`src/rtl/bank_pkg.sv`:
```
// Shared definitions for the cache-bank storage controller: opcodes, per-offset
// cacheline states, SC FSM state encoding and the latched request record.
package bank_pkg;

    localparam logic [2:0] OP_READ          = 3'd0;
    localparam logic [2:0] OP_WRITE         = 3'd1;
    localparam logic [2:0] OP_LINEFILL      = 3'd2;
    localparam logic [2:0] OP_LINEFILL_READ = 3'd3;

    localparam logic [1:0] CL_CLEAN = 2'b00;
    localparam logic [1:0] CL_DIRTY = 2'b01;
    localparam logic [1:0] CL_EMPTY = 2'b10;

    typedef enum logic [2:0] {
        ST_IDLE,
        ST_RD_REQ,
        ST_RD_DAT,
        ST_WB_REQ,
        ST_WB_WR,
        ST_LF_W0,
        ST_LF_W1,
        ST_RESP
    } sc_state_e;

    typedef struct packed {
        logic [1:0]   ch;
        logic [2:0]   op;
        logic [6:0]   addr;
        logic [7:0]   wbid;
        logic [2:0]   rob;
        logic [1:0]   st0;
        logic [1:0]   st1;
        logic [127:0] ld0;
        logic [127:0] ld1;
    } sc_req_t;

endpackage

```
`src/rtl/bank_sc_credit_ctr.sv`:
```
// Per-channel xbar credit counter: decrements on send, increments on return,
// saturates at CREDIT_INIT; flags when no credit is left.
module bank_sc_credit_ctr #(
    parameter int unsigned CREDIT_INIT = 4
) (
    input  logic clk_i,
    input  logic rst_i,
    input  logic send_i,
    input  logic ret_i,
    output logic zero_o
);

    localparam logic [2:0] CMAX = 3'(CREDIT_INIT);

    logic [2:0] cnt_q;

    always_ff @(posedge clk_i or posedge rst_i) begin
        if (rst_i) begin
            cnt_q <= CMAX;
        end else if (send_i && !ret_i) begin
            if (cnt_q != '0) cnt_q <= cnt_q - 3'd1;
        end else if (ret_i && !send_i && cnt_q != CMAX) begin
            cnt_q <= cnt_q + 3'd1;
        end
    end

    assign zero_o = (cnt_q == '0);

    a_no_overflow: assert property (@(posedge clk_i) disable iff (rst_i)
        !(ret_i && !send_i && cnt_q == CMAX));

endmodule

```
`src/rtl/bank_sc_ctrl.sv`:
```
// Cache-bank storage controller: sequences ISU requests onto the data SRAM and
// write buffer, returns read data to the xbar under credit flow control.
// Optional input skid register: define BANK_SC_SKID_EN.
module bank_sc_ctrl
    import bank_pkg::*;
#(
    parameter int unsigned CREDIT_INIT = 4
) (
    input  logic         clk_i,
    input  logic         rst_i,
    input  logic         isu_sc_valid_i,
    output logic         isu_sc_ready_o,
    input  logic [1:0]   isu_sc_channel_id_i,
    input  logic [2:0]   isu_sc_opcode_i,
    input  logic [6:0]   isu_sc_set_way_offset_i,
    input  logic [7:0]   isu_sc_wbuffer_id_i,
    input  logic [2:0]   isu_sc_xbar_rob_num_i,
    input  logic [1:0]   isu_sc_cacheline_dirty_offset0_i,
    input  logic [1:0]   isu_sc_cacheline_dirty_offset1_i,
    input  logic [127:0] isu_sc_linefill_data_offset0_i,
    input  logic [127:0] isu_sc_linefill_data_offset1_i,
    output logic         sc_dat_cen_o,
    output logic         sc_dat_wen_o,
    output logic [6:0]   sc_dat_addr_o,
    output logic [127:0] sc_dat_wdata_o,
    input  logic [127:0] dat_sc_rdata_i,
    output logic         sc_wbuf_ren_o,
    output logic [7:0]   sc_wbuf_raddr_o,
    input  logic [127:0] wbuf_sc_rdata_i,
    output logic         sc_xbar_valid_o,
    output logic [1:0]   sc_xbar_ch_id_o,
    output logic [2:0]   sc_xbar_rob_num_o,
    output logic [127:0] sc_xbar_rdata_o,
    input  logic [2:0]   xbar_sc_credit_ret_i
);

    sc_state_e    state_q, state_d;
    sc_req_t      in_req, new_req, req_q;
    logic         take;
    logic         send, cred_ok;
    logic [2:0]   cred_zero;
    logic [127:0] resp_data_q;
    logic [1:0]   resp_ch_q;
    logic [2:0]   resp_rob_q;

    always_comb begin
        in_req      = '0;
        in_req.ch   = isu_sc_channel_id_i;
        in_req.op   = isu_sc_opcode_i;
        in_req.addr = isu_sc_set_way_offset_i;
        in_req.wbid = isu_sc_wbuffer_id_i;
        in_req.rob  = isu_sc_xbar_rob_num_i;
        in_req.st0  = isu_sc_cacheline_dirty_offset0_i;
        in_req.st1  = isu_sc_cacheline_dirty_offset1_i;
        in_req.ld0  = isu_sc_linefill_data_offset0_i;
        in_req.ld1  = isu_sc_linefill_data_offset1_i;
    end

`ifdef BANK_SC_SKID_EN
    logic    skid_valid_q;
    sc_req_t skid_q;

    // While busy a live request parks in the skid entry; IDLE drains it before the live input.
    assign isu_sc_ready_o = !skid_valid_q;
    assign take           = (state_q == ST_IDLE) && (skid_valid_q || isu_sc_valid_i);
    assign new_req        = skid_valid_q ? skid_q : in_req;

    always_ff @(posedge clk_i or posedge rst_i) begin
        if (rst_i) begin
            skid_valid_q <= 1'b0;
            skid_q       <= '0;
        end else if (state_q == ST_IDLE && skid_valid_q) begin
            skid_valid_q <= 1'b0;
        end else if (isu_sc_valid_i && !skid_valid_q && state_q != ST_IDLE) begin
            skid_valid_q <= 1'b1;
            skid_q       <= in_req;
        end
    end
`else
    assign isu_sc_ready_o = (state_q == ST_IDLE);
    assign take           = isu_sc_ready_o && isu_sc_valid_i;
    assign new_req        = in_req;
`endif

    always_ff @(posedge clk_i or posedge rst_i) begin
        if (rst_i) begin
            state_q     <= ST_IDLE;
            req_q       <= '0;
            resp_data_q <= '0;
            resp_ch_q   <= '0;
            resp_rob_q  <= '0;
        end else begin
            state_q <= state_d;
            if (take) req_q <= new_req;
            if (state_q == ST_RD_DAT) begin
                resp_data_q <= dat_sc_rdata_i;
                resp_ch_q   <= req_q.ch;
                resp_rob_q  <= req_q.rob;
            end else if (state_q == ST_LF_W1 && req_q.op == OP_LINEFILL_READ
                         && (req_q.addr[0] ? req_q.st1 : req_q.st0) == CL_EMPTY) begin
                resp_data_q <= req_q.addr[0] ? req_q.ld1 : req_q.ld0;
                resp_ch_q   <= req_q.ch;
                resp_rob_q  <= req_q.rob;
            end
        end
    end

    always_comb begin
        case (resp_ch_q)
            2'd0:    cred_ok = !cred_zero[0];
            2'd1:    cred_ok = !cred_zero[1];
            2'd2:    cred_ok = !cred_zero[2];
            default: cred_ok = 1'b1;
        endcase
    end

    always_comb begin
        state_d         = state_q;
        sc_dat_cen_o    = 1'b0;
        sc_dat_wen_o    = 1'b0;
        sc_dat_addr_o   = '0;
        sc_dat_wdata_o  = '0;
        sc_wbuf_ren_o   = 1'b0;
        sc_wbuf_raddr_o = '0;
        send            = 1'b0;
        case (state_q)
            ST_IDLE: begin
                if (take) begin
                    case (new_req.op)
                        OP_READ:                       state_d = ST_RD_REQ;
                        OP_WRITE:                      state_d = ST_WB_REQ;
                        OP_LINEFILL, OP_LINEFILL_READ: state_d = ST_LF_W0;
                        default:                       state_d = ST_IDLE;
                    endcase
                end
            end
            ST_RD_REQ: begin
                sc_dat_cen_o  = 1'b1;
                sc_dat_addr_o = req_q.addr;
                state_d       = ST_RD_DAT;
            end
            ST_RD_DAT: state_d = ST_RESP;
            ST_WB_REQ: begin
                sc_wbuf_ren_o   = 1'b1;
                sc_wbuf_raddr_o = req_q.wbid;
                state_d         = ST_WB_WR;
            end
            ST_WB_WR: begin
                sc_dat_cen_o   = 1'b1;
                sc_dat_wen_o   = 1'b1;
                sc_dat_addr_o  = req_q.addr;
                sc_dat_wdata_o = wbuf_sc_rdata_i;
                state_d        = ST_IDLE;
            end
            ST_LF_W0: begin
                if (req_q.st0 == CL_EMPTY) begin
                    sc_dat_cen_o   = 1'b1;
                    sc_dat_wen_o   = 1'b1;
                    sc_dat_addr_o  = {req_q.addr[6:1], 1'b0};
                    sc_dat_wdata_o = req_q.ld0;
                end
                state_d = ST_LF_W1;
            end
            ST_LF_W1: begin
                if (req_q.st1 == CL_EMPTY) begin
                    sc_dat_cen_o   = 1'b1;
                    sc_dat_wen_o   = 1'b1;
                    sc_dat_addr_o  = {req_q.addr[6:1], 1'b1};
                    sc_dat_wdata_o = req_q.ld1;
                end
                if (req_q.op != OP_LINEFILL_READ)
                    state_d = ST_IDLE;
                else if ((req_q.addr[0] ? req_q.st1 : req_q.st0) == CL_EMPTY)
                    state_d = ST_RESP;
                else
                    state_d = ST_RD_REQ;
            end
            ST_RESP: begin
                if (cred_ok) begin
                    send    = 1'b1;
                    state_d = ST_IDLE;
                end
            end
            default: state_d = ST_IDLE;
        endcase
    end

    for (genvar n = 0; n < 3; n++) begin : g_cred
        bank_sc_credit_ctr #(.CREDIT_INIT(CREDIT_INIT)) u_ctr (
            .clk_i  (clk_i),
            .rst_i  (rst_i),
            .send_i (send && (resp_ch_q == 2'(n))),
            .ret_i  (xbar_sc_credit_ret_i[n]),
            .zero_o (cred_zero[n])
        );
    end

    assign sc_xbar_valid_o   = send;
    assign sc_xbar_ch_id_o   = resp_ch_q;
    assign sc_xbar_rob_num_o = resp_rob_q;
    assign sc_xbar_rdata_o   = resp_data_q;

    a_legal_channel: assert property (@(posedge clk_i) disable iff (rst_i)
        take |-> (new_req.ch != 2'd3));

endmodule

```
`config.mk`:
```
export PLATFORM = sky130hd
export DESIGN_NAME = bank_sc_ctrl
export DESIGN_NICKNAME = d
export VERILOG_FILES = /design/src/rtl/bank_pkg.sv /design/src/rtl/bank_sc_credit_ctr.sv /design/src/rtl/bank_sc_ctrl.sv
export SDC_FILE = /design/constraint.sdc
export NUM_CORES = 1
export LEC_CHECK = 0
export CORE_AREA = 10 10 313 315
export CTS_CLUSTER_DIAMETER = 120
export CTS_CLUSTER_SIZE = 24
export DETAILED_ROUTE_END_ITERATION = 16
export DIE_AREA = 0 0 323 325
export PLACE_DENSITY = 0.5
export SETUP_SLACK_MARGIN = 0.2
export SLEW_MARGIN = 40
export SYNTH_ARGS = -nofsm -noshare
export SYNTH_HDL_FRONTEND = slang
export SYNTH_HIERARCHICAL = 1
export SYNTH_SLANG_ARGS = --single-unit
```
`constraint.sdc`:
```
create_clock -name clk_i -period 23.5 [get_ports clk_i]
set_input_delay 4.7 -clock clk_i [delete_from_list [all_inputs] [get_ports clk_i]]
set_output_delay 4.7 -clock clk_i [all_outputs]
set_load 0.05 [all_outputs]
```
* After elaboration in Yosys (flattened, before gate mapping)
Cells that the tools add are included.
Widths: inputs -> output; s select.
** Word-level totals
- Register bits :: 428
- Input bits :: 545
- Output and inout port bits :: 281
- Logic and storage cells :: 128
** Cells by class
- Add/subtract/negate cells :: 6
- Equal/unequal tests :: 25
- Mux-type cells :: 38
- Reductions and logical operators :: 43
** Operators with widths (count)
- $mux 128 :: 5
- $pmux 128 s3 :: 1
- $mux 3 :: 15
- $pmux 3 s8 :: 1
- $pmux 7 s3 :: 1
- $eq 3x2->1 const B :: 5
- $logic_and 1x1->1 :: 15
- $logic_not 3->1 :: 5
- $mux 7 :: 2
- $eq 3x3->1 const B :: 4
- $add 3x1->3 const B :: 3
- $logic_not 1->1 :: 9
- $ne 3x3->1 const B :: 3
- $pmux 1 s3 :: 3
- $pmux 3 s3 :: 1
- $reduce_bool 3->1 :: 3
- $sub 3x1->3 const B :: 3
- $eq 2x2->1 const B :: 4
- $mux 8 :: 1
- $ne 2x2->1 const B :: 4
- $reduce_and 2->1 :: 4
- $reduce_bool 2->1 :: 4
- $eq 3x1->1 const B :: 2
- $mux 2 :: 3
- 6 further kinds :: 11

* Longest topological paths before layout
Gate-level depths: netlist (run 1).
- Word-level depth :: 11
- Mapped depth :: 11

* Hierarchy
The synthesis (run 1) kept the hierarchy.
** By module, submodules not included
- bank_sc_ctrl :: instances 1, cells an instance 1671, area each 20758.7 um^2, seq. area each 10485.1 um^2
- bank_sc_credit_ctr :: instances 3, cells an instance 21, area each 214.0 um^2, seq. area each 76.3 um^2

* Least setup slack after synthesis (run 1)
No wires, ideal clock.
- Kind :: input port to output port
- Start point :: input wbuf_sc_rdata_i[0]
- End point :: output sc_dat_wdata_o[0]
- Data arrival time :: 5.242 ns
- Path slack :: 13.558 ns
- Stages :: 2
- Cell sequence :: a222oi_1 -> inv_1
** Between the ends
- Cells in the longest elaborated chain, start to end :: 1
** Ends and longest elaborated chain
- start: declaration :: RTL line bank_sc_ctrl.sv:29 : input logic [127:0] wbuf_sc_rdata_i,
- $pmux 128 s3 :: RTL line bank_sc_ctrl.sv:126 : case (state_q)
- end: declaration :: RTL line bank_sc_ctrl.sv:25 : output logic [127:0] sc_dat_wdata_o,
No other way between the ends.

* Worst setup path after layout (run 1)
- Start point :: input wbuf_sc_rdata_i[97]
- End point :: output sc_dat_wdata_o[97]
Same word-level chain as after synthesis.

==> summary.txt, run 1 <==
STA
  – Worst-Margin Slew: 0.9172 ns
  – Final worst path period need: 11.22 ns
  – Unrepaired setup endpoints after global routing: no
  – Worst Skew: 0.02597 ns
  – Slew margin rel.: 38.85%
  – Setup_tns: 0 ns
  – # setup viols final: 0
  – F_max: 89.10 MHz
  – Number of hold violations in the final report: 0
  – Max-slew violations: 0
  – Final period util: 47.76%

Global routing
  – Initial antenna violation count: 36
  – Largest net degree at the start of global routing: 168
  – Number of global-route vias before repair: 18,780
  – GRT Total Usage: 17.42%
  – First-pass GRT wire length: 137,200 um
  – Grt ovf: 0

Floorplan
  – Row cnt: 111
  – Core area: 0.09139 sq mm
  – Die Span Y: 325 um
  – IO Count: 826
  – Die area: 0.1050 sq mm
  – Die Width: 323 um
  – Initial Utilization: 23.42%

Placed design
  – Detail Placement HPWL: 71,480 um
  – I/O Buffers: 825
  – Routability cong.: 0.8755

Clock network
  – H-Tree Depth: 1
  – Clock slew seen by the registers of the worst setup and hold paths: 0.10 ns
  – Clk buf depth: 3
  – Postcts setup bufs: 0
  – CTS Buf Count: 25
  – CTS resizes: 0
  – Root Driver: clkbuf_16
  – Clk_lat worst skew: 0.60 ns
  – CTS sink count: 428
  – Post-CTS Hold Buffers: 0
  – CTS tree: yes

Logic synthesis
  – Mux cell area share after synthesis: 28.82%
  – Seq cells post-synth: 428
  – Sequential area share after synthesis: 50.06%
  – Synth Net Count: 2,282
  – Synth warn: 6
  – Xor/xnor cell area share of the yosys netlist: 0.3274%
  – Largest family of logic cells by synthesized area: multiplexers
  – Count of different cell masters after synthesis: 47
  – Synth Area in Adders: 0.2806%
  – Synthesized area: 0.02140 sq mm
  – Complex-gate fraction of the synthesized area: 9.863%
  – Syn avg cell area: 12.34 sq um
  – Ys async rst share: 100.0%
  – Mapped Cells: 1,734
  – EDFF count, synth: 0
  – Top FF cell, synth: dfrtp_1
  – Simple-Gate Fraction of Synth Area: 4.139%

Detailed routing
  – Vias after detailed routing: 17,655
  – Wirelength, routed: 96,820 um
  – WL per Instance: 26.19 um
  – DRC: 0
  – First-pass DRT Iterations: 8
  – DR vias/cell: 4.775
  – Drt initial violations: 1,567
  – Post-route ant nets: 0

Worst setup path
  – Critical Path End Type: output pin
  – Reg2Reg Depth: 6
  – Flop2flop setup slack: 19.39 ns
  – Startpoint types: input port
  – CP Max Fanout: 1
  – Crit path kind: input port to output pin
  – Worst EP arrival: 6.52 ns
  – Reg2Reg Capture Point: sc_xbar_rdata_o[6]$_DFFE_PP0P_
  – Crit Reg-Reg Startpoint: req_q[271]$_DFFE_PP0P_
  – WP data required: 18.80 ns

Layout
  – Commonest cells after routing, fill and taps aside: clkdlybuf4s50_1 (825), dfrtp_1 (424), mux2_2 (292), inv_1 (142), nand2_1 (132)
  – Nets: 3,020
  – Area Growth Syn to Fin: 47.44%
  – Most common cell after layout, fill and taps aside: clkdlybuf4s50_1
  – Final core occ: 34.53%
  – Layout cells sized above 1: 17.17%

Pwr
  – VDD IR max: 66.85 uV
  – Pwr dens: 134.7 mW/mm^2
  – Pleak: 13.40 nW

Hold path
  – Hold Path Cell Cnt: 1
  – Hold Startpoint: req_q[267]$_DFFE_PP0P_
  – Min-delay worst type: flip-flop to flip-flop
  – Worst Hold End: req_q[267]$_DFFE_PP0P_

Status
  – Status: finished clean

Flow run
  – # Max-Cap Violations: 0
[cell type report]
class | instances | area, sq um
Multi-Input combinational cell | 1026 | 9340
Fill cell | 9086 | 59830
Clock buffer | 31 | 658.1
Antenna cell | 24 | 60.06
Clock inverter | 11 | 197.7
Inverter | 143 | 549.3
Tap cell | 1186 | 1484
Timing Repair Buffer | 848 | 8546
Sequential cell | 428 | 10720
[cell usage after synthesis, types with 6 or more instances]
library cell  count  share of area [%]
dfrtp_1         425                 50
mux2_2          292                 15
inv_1           143                2.5
nand2_1         132                2.3
o21ai_0         132                3.1
a222oi_1        128                6.0
mux2i_1         128                6.0
mux2_1           78                4.1
mux2_4           48                3.4
buf_2            41               0.96
buf_4            37                1.3
clkbuf_1         37               0.65
buf_6            20                1.1
and2_1            9               0.26
a311oi_1          6               0.25
[logic make-up (layout without fill, tap and decap cells)]
kind of cell,count (synthesis),in the layout
and+or+nand+nor,186,186
DFF,428,428
xor gates and xnor gates,8,8
adders and majority gates,3,3
buffers and inverters,280,1033
other,0,24
AOI/OAI and AO/OA,283,283
muxes,546,546
[metrics by stage]
step / setup WS, ns / hold WS, ns / instance area, sq um / std cells / power [mW]
detailed placement: 12.22 / 0.4710 / 30590 / 3630 / 3.755
floorplan: 7.137 / 0.4484 / 21400 / 1734 / 2.921
global placement: 12.17 / 0.4613 / 30520 / 3629 / 3.702
CTS: 12.20 / 0.4955 / 31450 / 3672 / 4.305
global route: 12.23 / 0.5105 / 31550 / 3694 / 4.487
finish: 12.28 / 0.4931 / 31550 / 3697 / 4.249
[worst max-delay path by stage]
stage	start	to	slack (ns)	cells after the start
after detailed placement	wbuf_sc_rdata_i[97]	sc_dat_wdata_o[97]	12.22	4
final	wbuf_sc_rdata_i[97]	sc_dat_wdata_o[97]	12.28	4
after CTS	wbuf_sc_rdata_i[97]	sc_dat_wdata_o[97]	12.20	4
after floorplan	rst_i	req_q[0]$_DFFE_PP0P_	7.14	1
after global placement	wbuf_sc_rdata_i[97]	sc_dat_wdata_o[97]	12.17	4
after global routing	wbuf_sc_rdata_i[97]	sc_dat_wdata_o[97]	12.23	4
[metal layers]
| metal | vias to the layer above | GRT usage, % | routed length (um) |
|---|---|---|---|
| li1 | 7796 | - | - |
| met1 | 9005 | 19.29 | 35480 |
| met2 | 713 | 30.72 | 49400 |
| met3 | 115 | 6.542 | 9691 |
| met4 | 26 | 4.850 | 2092 |
| met5 | - | 0 | 163 |
[power breakdown]
group	leakage (nW)	internal, mW	switching, mW
sequential	4.96	1.12	0.301
clock	0.414	0.242	0.293
combinational	8.02	0.967	1.33
[flip-flops by register name (all words and copies together) (netlist names)]
name                cells
sc_xbar_ch_id_o         2
sc_xbar_rdata_o       128
g_cred.u_ctr/cnt_q      9
sc_xbar_rob_num_o       3
state_q                 3
req_q                 283
[worst max-delay path, cell delays in order]
cell and delay (ns):
clkdlybuf4s50_1 0.54, a222oi_1 0.36, inv_1 0.16, clkdlybuf4s50_1 0.76
Power figures use the tool's default switching activity.
==> run 2: changes to the inputs <==
Settings changed: PLACE_DENSITY 0.5 to 0.52.
Clock period 23.5 ns to 10.3 ns, I/O delays scaled along.
==> run 2 against run 1 <==
Against the previous run:
- combinational power increased by 130%
- core utilization hardly changed
- cell area barely moved
- highest routed layer unchanged
- routed wire length is 2.1% lower
- clock skew up 0.0031 ns
==> summary.txt, run 2 (synthesis gave the netlist of run 1 again) <==
Worst setup path
  – Critical Path End Type: output pin
  – CP Max Fanout: 64
  – Startpoint types: flip-flop
  – Crit path kind: flip-flop to output pin
  – Worst EP arrival: 4.04 ns
  – WP data required: 8.24 ns

Clock network
  – CTS resizes: 0
  – Clk_lat worst skew: 0.60 ns
  – CTS tree: yes
  – Clk buf depth: 3
  – Postcts setup bufs: 0
  – H-Tree Depth: 1
  – CTS sink count: 428
  – Root Driver: clkbuf_16
  – CTS Buf Count: 25
  – Clock slew seen by the registers of the worst setup and hold paths: 0.08 ns
  – Post-CTS Hold Buffers: 0

Detailed routing
  – DR vias/cell: 4.744
  – WL per Instance: 25.67 um
  – Drt initial violations: 1,562
  – Post-route ant nets: 0
  – DRC: 0
  – Wirelength, routed: 94,840 um
  – First-pass DRT Iterations: 7
  – Vias after detailed routing: 17,525

Placed design
  – I/O Buffers: 825
  – Dpl cell area: 0.03063 sq mm
  – Detail Placement HPWL: 69,710 um
  – Routability cong.: 0.8829
  – Worst slack at placement: 4.306 ns

STA
  – Setup_tns: 0 ns
  – Unrepaired setup endpoints after global routing: no
  – Final worst path period need: 6.102 ns
  – Worst-Margin Slew: 0.8737 ns
  – F_max: 163.9 MHz
  – Final worst setup slack: 4.198 ns
  – # setup viols final: 0
  – Number of hold violations in the final report: 0
  – Final period util: 59.24%
  – Max-slew violations: 0
  – Slew margin rel.: 41.76%
  – Worst Skew: 0.02904 ns

Layout
  – Nets: 3,022
  – Max reg flops: 283
  – Area Growth Syn to Fin: 47.56%
  – Final core occ: 34.56%
  – Fin area: 0.03158 sq mm
  – Largest Register: req_q
  – Most common cell after layout, fill and taps aside: clkdlybuf4s50_1
  – Commonest cells after routing, fill and taps aside: clkdlybuf4s50_1 (825), dfrtp_1 (424), mux2_2 (292), inv_1 (142)
  – Layout cells sized above 1: 17.19%

Floorplan
  – Initial Utilization: 23.42%
  – Core area: 0.09139 sq mm
  – Die Span Y: 325 um
  – IO Count: 826
  – Die area: 0.1050 sq mm
  – Row cnt: 111
  – Die Width: 323 um

Global routing
  – Number of global-route vias before repair: 18,805
  – GRT Total Usage: 17.04%
  – First-pass GRT wire length: 134,600 um
  – Initial antenna violation count: 32
  – Largest net degree at the start of global routing: 173
  – Grt ovf: 0

Pwr
  – Clock power share: 12.0%
  – VDD IR max: 150.1 uV
  – Overall power: 9.679 mW
  – Int Power: 5.271 mW
  – Pleak: 13.39 nW
  – Sw power: 4.408 mW
  – Pwr dens: 306.5 mW/mm^2
  – Combinational power share: 54.5%
  – Switching part of the total: 45.54%
  – Seq pwr share: 33.5%

Hold path
  – Min-delay worst type: flip-flop to flip-flop

Status
  – Status: finished clean

Flow run
  – # Max-Cap Violations: 0
-- run 2: worst max-delay path: stages, from the launching register on --
cell	delay, ns
dfrtp_1	0.64
nand2_1	0.17
nor3_4	0.65
buf_6	0.58
a222oi_1	0.37
inv_1	0.12
clkdlybuf4s50_1	0.82
-- run 2: metal layers --
metal  global-route usage, %  vias up  routed length (um)  share of wire [%]
met5                       0        -                 149               0.16
met4                   5.720       20                2714                2.9
li1                        -     7792                   -                  -
met3                   6.549      126                9604                 10
met1                   18.87     8858               35020                 37
met2                   29.48      729               47350                 50
-- run 2: path summary, 6_finish.rpt --
path                                              from                                   end  slack [ns]  depth (start not counted)
worst max-delay path            state_q[0]$_DFFE_PP0P_                   sc_dat_wdata_o[118]        4.20                          6
worst min-delay path            req_q[258]$_DFFE_PP0P_                req_q[258]$_DFFE_PP0P_        0.48                          1
worst max register to register  req_q[271]$_DFFE_PP0P_       sc_xbar_rdata_o[92]$_DFFE_PP0P_        6.88                          5
worst min register to register  req_q[258]$_DFFE_PP0P_                req_q[258]$_DFFE_PP0P_        0.48                          1
max in group asynchronous                        rst_i                 req_q[16]$_DFFE_PP0P_        6.42                          5
min in group asynchronous                        rst_i  g_cred[2].u_ctr/cnt_q[1]$_DFFE_PP0P_        1.80                          2
-- run 2: power by group through the flow --
| stage | clock network [mW] | registers [mW] | logic (mW) |
|---|---|---|---|
| CTS | 1.22 | 3.23 | 5.34 |
| global route | 1.27 | 3.35 | 5.59 |
| finish | 1.16 | 3.24 | 5.28 |
| floorplan | 0 | 3.93 | 2.74 |
| global placement | 0 | 3.21 | 5.25 |
| detailed placement | 0 | 3.27 | 5.33 |
-- run 2: layout make-up --
class | count | area (sq um)
fill | 9113 | 59810
sequential | 428 | 10720
multi-input combinational | 1026 | 9345
timing repair buffer | 850 | 8623
tap | 1186 | 1484
clock buffer | 33 | 665.6
inverter | 143 | 540.5
clock inverter | 10 | 157.7
antenna | 18 | 45.04
-- run 2: per-stage QoR --
stage / instances / hold slack (ns)
floorplan: 1734 / 0.4484
global placement: 3628 / 0.4612
detailed placement: 3630 / 0.4679
CTS: 3673 / 0.4865
global route: 3693 / 0.5096
finish: 3694 / 0.4801
==> run 3: changes to the inputs <==
Settings changed: PLACE_DENSITY 0.52 to 0.5.
Clock period 10.3 ns to 6 ns, I/O delays scaled along.
==> run 3 against run 2 <==
Against the previous run:
- non-clock buffer count increased by 2
- sequential cell count unchanged
- setup slack got worse by 3.4 ns
- count of clock-buffer cells in the layout decreased by 5
- sequential share of layout area about the same
- core utilization about the same
- combinational power increased by 71%
- critical endpoint is now sc_dat_wdata_o[38]
- largest cell class unchanged
- largest power group unchanged
- highest routed layer unchanged
==> summary.txt, run 3 (synthesis gave the netlist of run 1 again) <==
Status
  – Status: finished clean

Clock network
  – CTS sink count: 428
  – Clk_lat worst skew: 0.61 ns
  – CTS tree: yes
  – Postcts setup bufs: 0
  – Clk buf depth: 3
  – H-Tree Depth: 1
  – Root Driver: clkbuf_16
  – Post-CTS Hold Buffers: 0
  – CTS Buf Count: 24
  – Clock slew seen by the registers of the worst setup and hold paths: 0.10 ns
  – CTS resizes: 0

Layout
  – Fill cells: 9,141
  – Nets: 3,023
  – Commonest cells after routing, fill and taps aside: clkdlybuf4s50_1 (825), dfrtp_1 (424), mux2_2 (292), inv_1 (142), nand2_1 (132)
  – Most common cell after layout, fill and taps aside: clkdlybuf4s50_1
  – Final core occ: 34.55%
  – Largest Register: req_q
  – Layout cells sized above 1: 17.22%
  – Area occupied by multi-input gates: 0.009340 sq mm
  – Max reg flops: 283
  – FF/Latch Area: 0.01072 sq mm
  – Area Growth Syn to Fin: 47.53%

Pwr
  – Pleak: 13.40 nW
  – Overall power: 16.70 mW
  – VDD IR max: 267.3 uV
  – Pwr dens: 529.0 mW/mm^2

Floorplan
  – Initial Utilization: 23.42%
  – Die Width: 323 um
  – IO Count: 826
  – Row cnt: 111
  – Die Span Y: 325 um
  – Die area: 0.1050 sq mm
  – Core area: 0.09139 sq mm

Global routing
  – Number of global-route vias before repair: 18,798
  – Grt ovf: 0
  – GRT Total Usage: 17.73%
  – Largest net degree at the start of global routing: 146
  – Initial antenna violation count: 34
  – First-pass GRT wire length: 139,400 um

Detailed routing
  – DRC: 0
  – DR vias/cell: 4.762
  – Post-route ant nets: 0
  – Max Used Layer: met5
  – Met3 wire length: 9002 um
  – Met2 wire len: 50,110 um
  – Vias after detailed routing: 17,575
  – First-pass DRT Iterations: 10
  – Wirelength, routed: 98,350 um
  – Routed metal-1 wire length: 36,910 um
  – WL per Instance: 26.64 um
  – Drt initial violations: 1,713

Placed design
  – Detail Placement HPWL: 74,790 um
  – I/O Buffers: 825
  – Worst slack at placement: 1.451 ns
  – Routability cong.: 0.8745

STA
  – Number of hold violations in the final report: 0
  – Final worst setup slack: 0.8349 ns
  – # setup viols final: 0
  – Unrepaired setup endpoints after global routing: no
  – F_max: 193.6 MHz
  – Final period util: 86.09%
  – Max-slew violations: 0
  – Worst Skew: 0.02905 ns
  – Worst-Margin Slew: 0.9188 ns
  – Slew margin rel.: 38.74%
  – Final worst path period need: 5.165 ns

Worst setup path
  – Reg2Reg Depth: 5
  – Critical Path End Type: output pin
  – Worst EP arrival: 3.97 ns
  – CP Max Fanout: 49
  – Startpoint types: flip-flop
  – Reg2Reg Capture Point: sc_xbar_rdata_o[22]$_DFFE_PP0P_
  – WP data required: 4.80 ns
  – CP Cell Sequence: nor2b_1 > and4b_4 > buf_4 > a222oi_1 > inv_1 > clkdlybuf4s50_1
  – Crit path kind: flip-flop to output pin
  – Slowest stage delay, CP: 0.82 ns
  – Worst path slowest cell: clkdlybuf4s50_1
  – Flop2flop setup slack: 2.54 ns
  – Crit Reg-Reg Startpoint: req_q[271]$_DFFE_PP0P_

Hold path
  – Hold Path Cell Cnt: 1
  – Min-delay worst type: flip-flop to flip-flop
  – Worst Hold End: req_q[270]$_DFFE_PP0P_
  – Hold Startpoint: req_q[270]$_DFFE_PP0P_

Flow run
  – # Max-Cap Violations: 0
==> run 3: changes by cell type in the layout (fill, tap and decap cells not counted), moves of 2 or more <==
cell | before | now
buf_12 | 7 | 15
buf_4 | 7 | 9
buf_6 | 8 | 1
clkbuf_1 | 7 | 3
clkinv_8 | 4 | 1
inv_6 | 1 | 4
nor3_2 | 1 | 3
==> run 3: worst max-delay path by stage <==
| stage | start | endpoint | slack, ns |
|---|---|---|---|
| after global routing | state_q[1]$_DFFE_PP0P_ | sc_dat_wdata_o[0] | 0.60 |
| after floorplan | rst_i | req_q[0]$_DFFE_PP0P_ | -0.85 |
| after CTS | state_q[1]$_DFFE_PP0P_ | sc_dat_wdata_o[0] | 0.75 |
| after detailed placement | state_q[1]$_DFFE_PP0P_ | sc_dat_wdata_o[0] | 1.45 |
| after global placement | state_q[1]$_DFFE_PP0P_ | sc_dat_wdata_o[0] | 1.59 |
| final | state_q[1]$_DFFE_PP0P_ | sc_dat_wdata_o[38] | 0.83 |
==> run 3: layer usage <==
layer | global-route usage [%] | vias to the layer above
li1 | - | 7779
met1 | 20.09 | 8932
met2 | 31.53 | 727
met3 | 5.865 | 119
met4 | 4.470 | 18
met5 | 0 | -
==> run 3: through the flow <==
stage | hold WS (ns) | std cells | setup TNS, ns | instance area [sq um]
after global routing | 0.5065 | 3690 | 0 | 31570
after detailed placement | 0.4711 | 3635 | 0 | 30760
after floorplan | 0.4484 | 1734 | -356.79 | 21400
after CTS | 0.4953 | 3672 | 0 | 31510
final | 0.4926 | 3691 | 0 | 31570
after global placement | 0.4611 | 3632 | 0 | 30690
==> run 3: report_power, final <==
group          internal, mW  leakage, nW  total, mW  switching [mW]
clock                 0.828        0.365       1.95            1.13
sequential             4.37         4.96       5.70            1.33
combinational          3.83         8.07       9.05            5.22
==> run 3: final cells by class <==
| type | count | share of cell area (%) |
|---|---|---|
| inverter | 143 | 1.712 |
| clock buffer | 28 | 2.017 |
| timing repair buffer | 852 | 27.53 |
| sequential | 428 | 33.95 |
| antenna | 19 | 0.1506 |
| clock inverter | 9 | 0.3606 |
| tap | 1186 | 4.700 |
| multi-input combinational | 1026 | 29.58 |
==> run 3: critical path, delay by kind of cell, from the launching register on <==
family                 cells  cell delay (ns)
buffers and inverters      3             1.50
flip-flops                 1             0.62
AND/OR/NAND/NOR            2             0.88
AO/OA/AOI/OAI              1             0.27
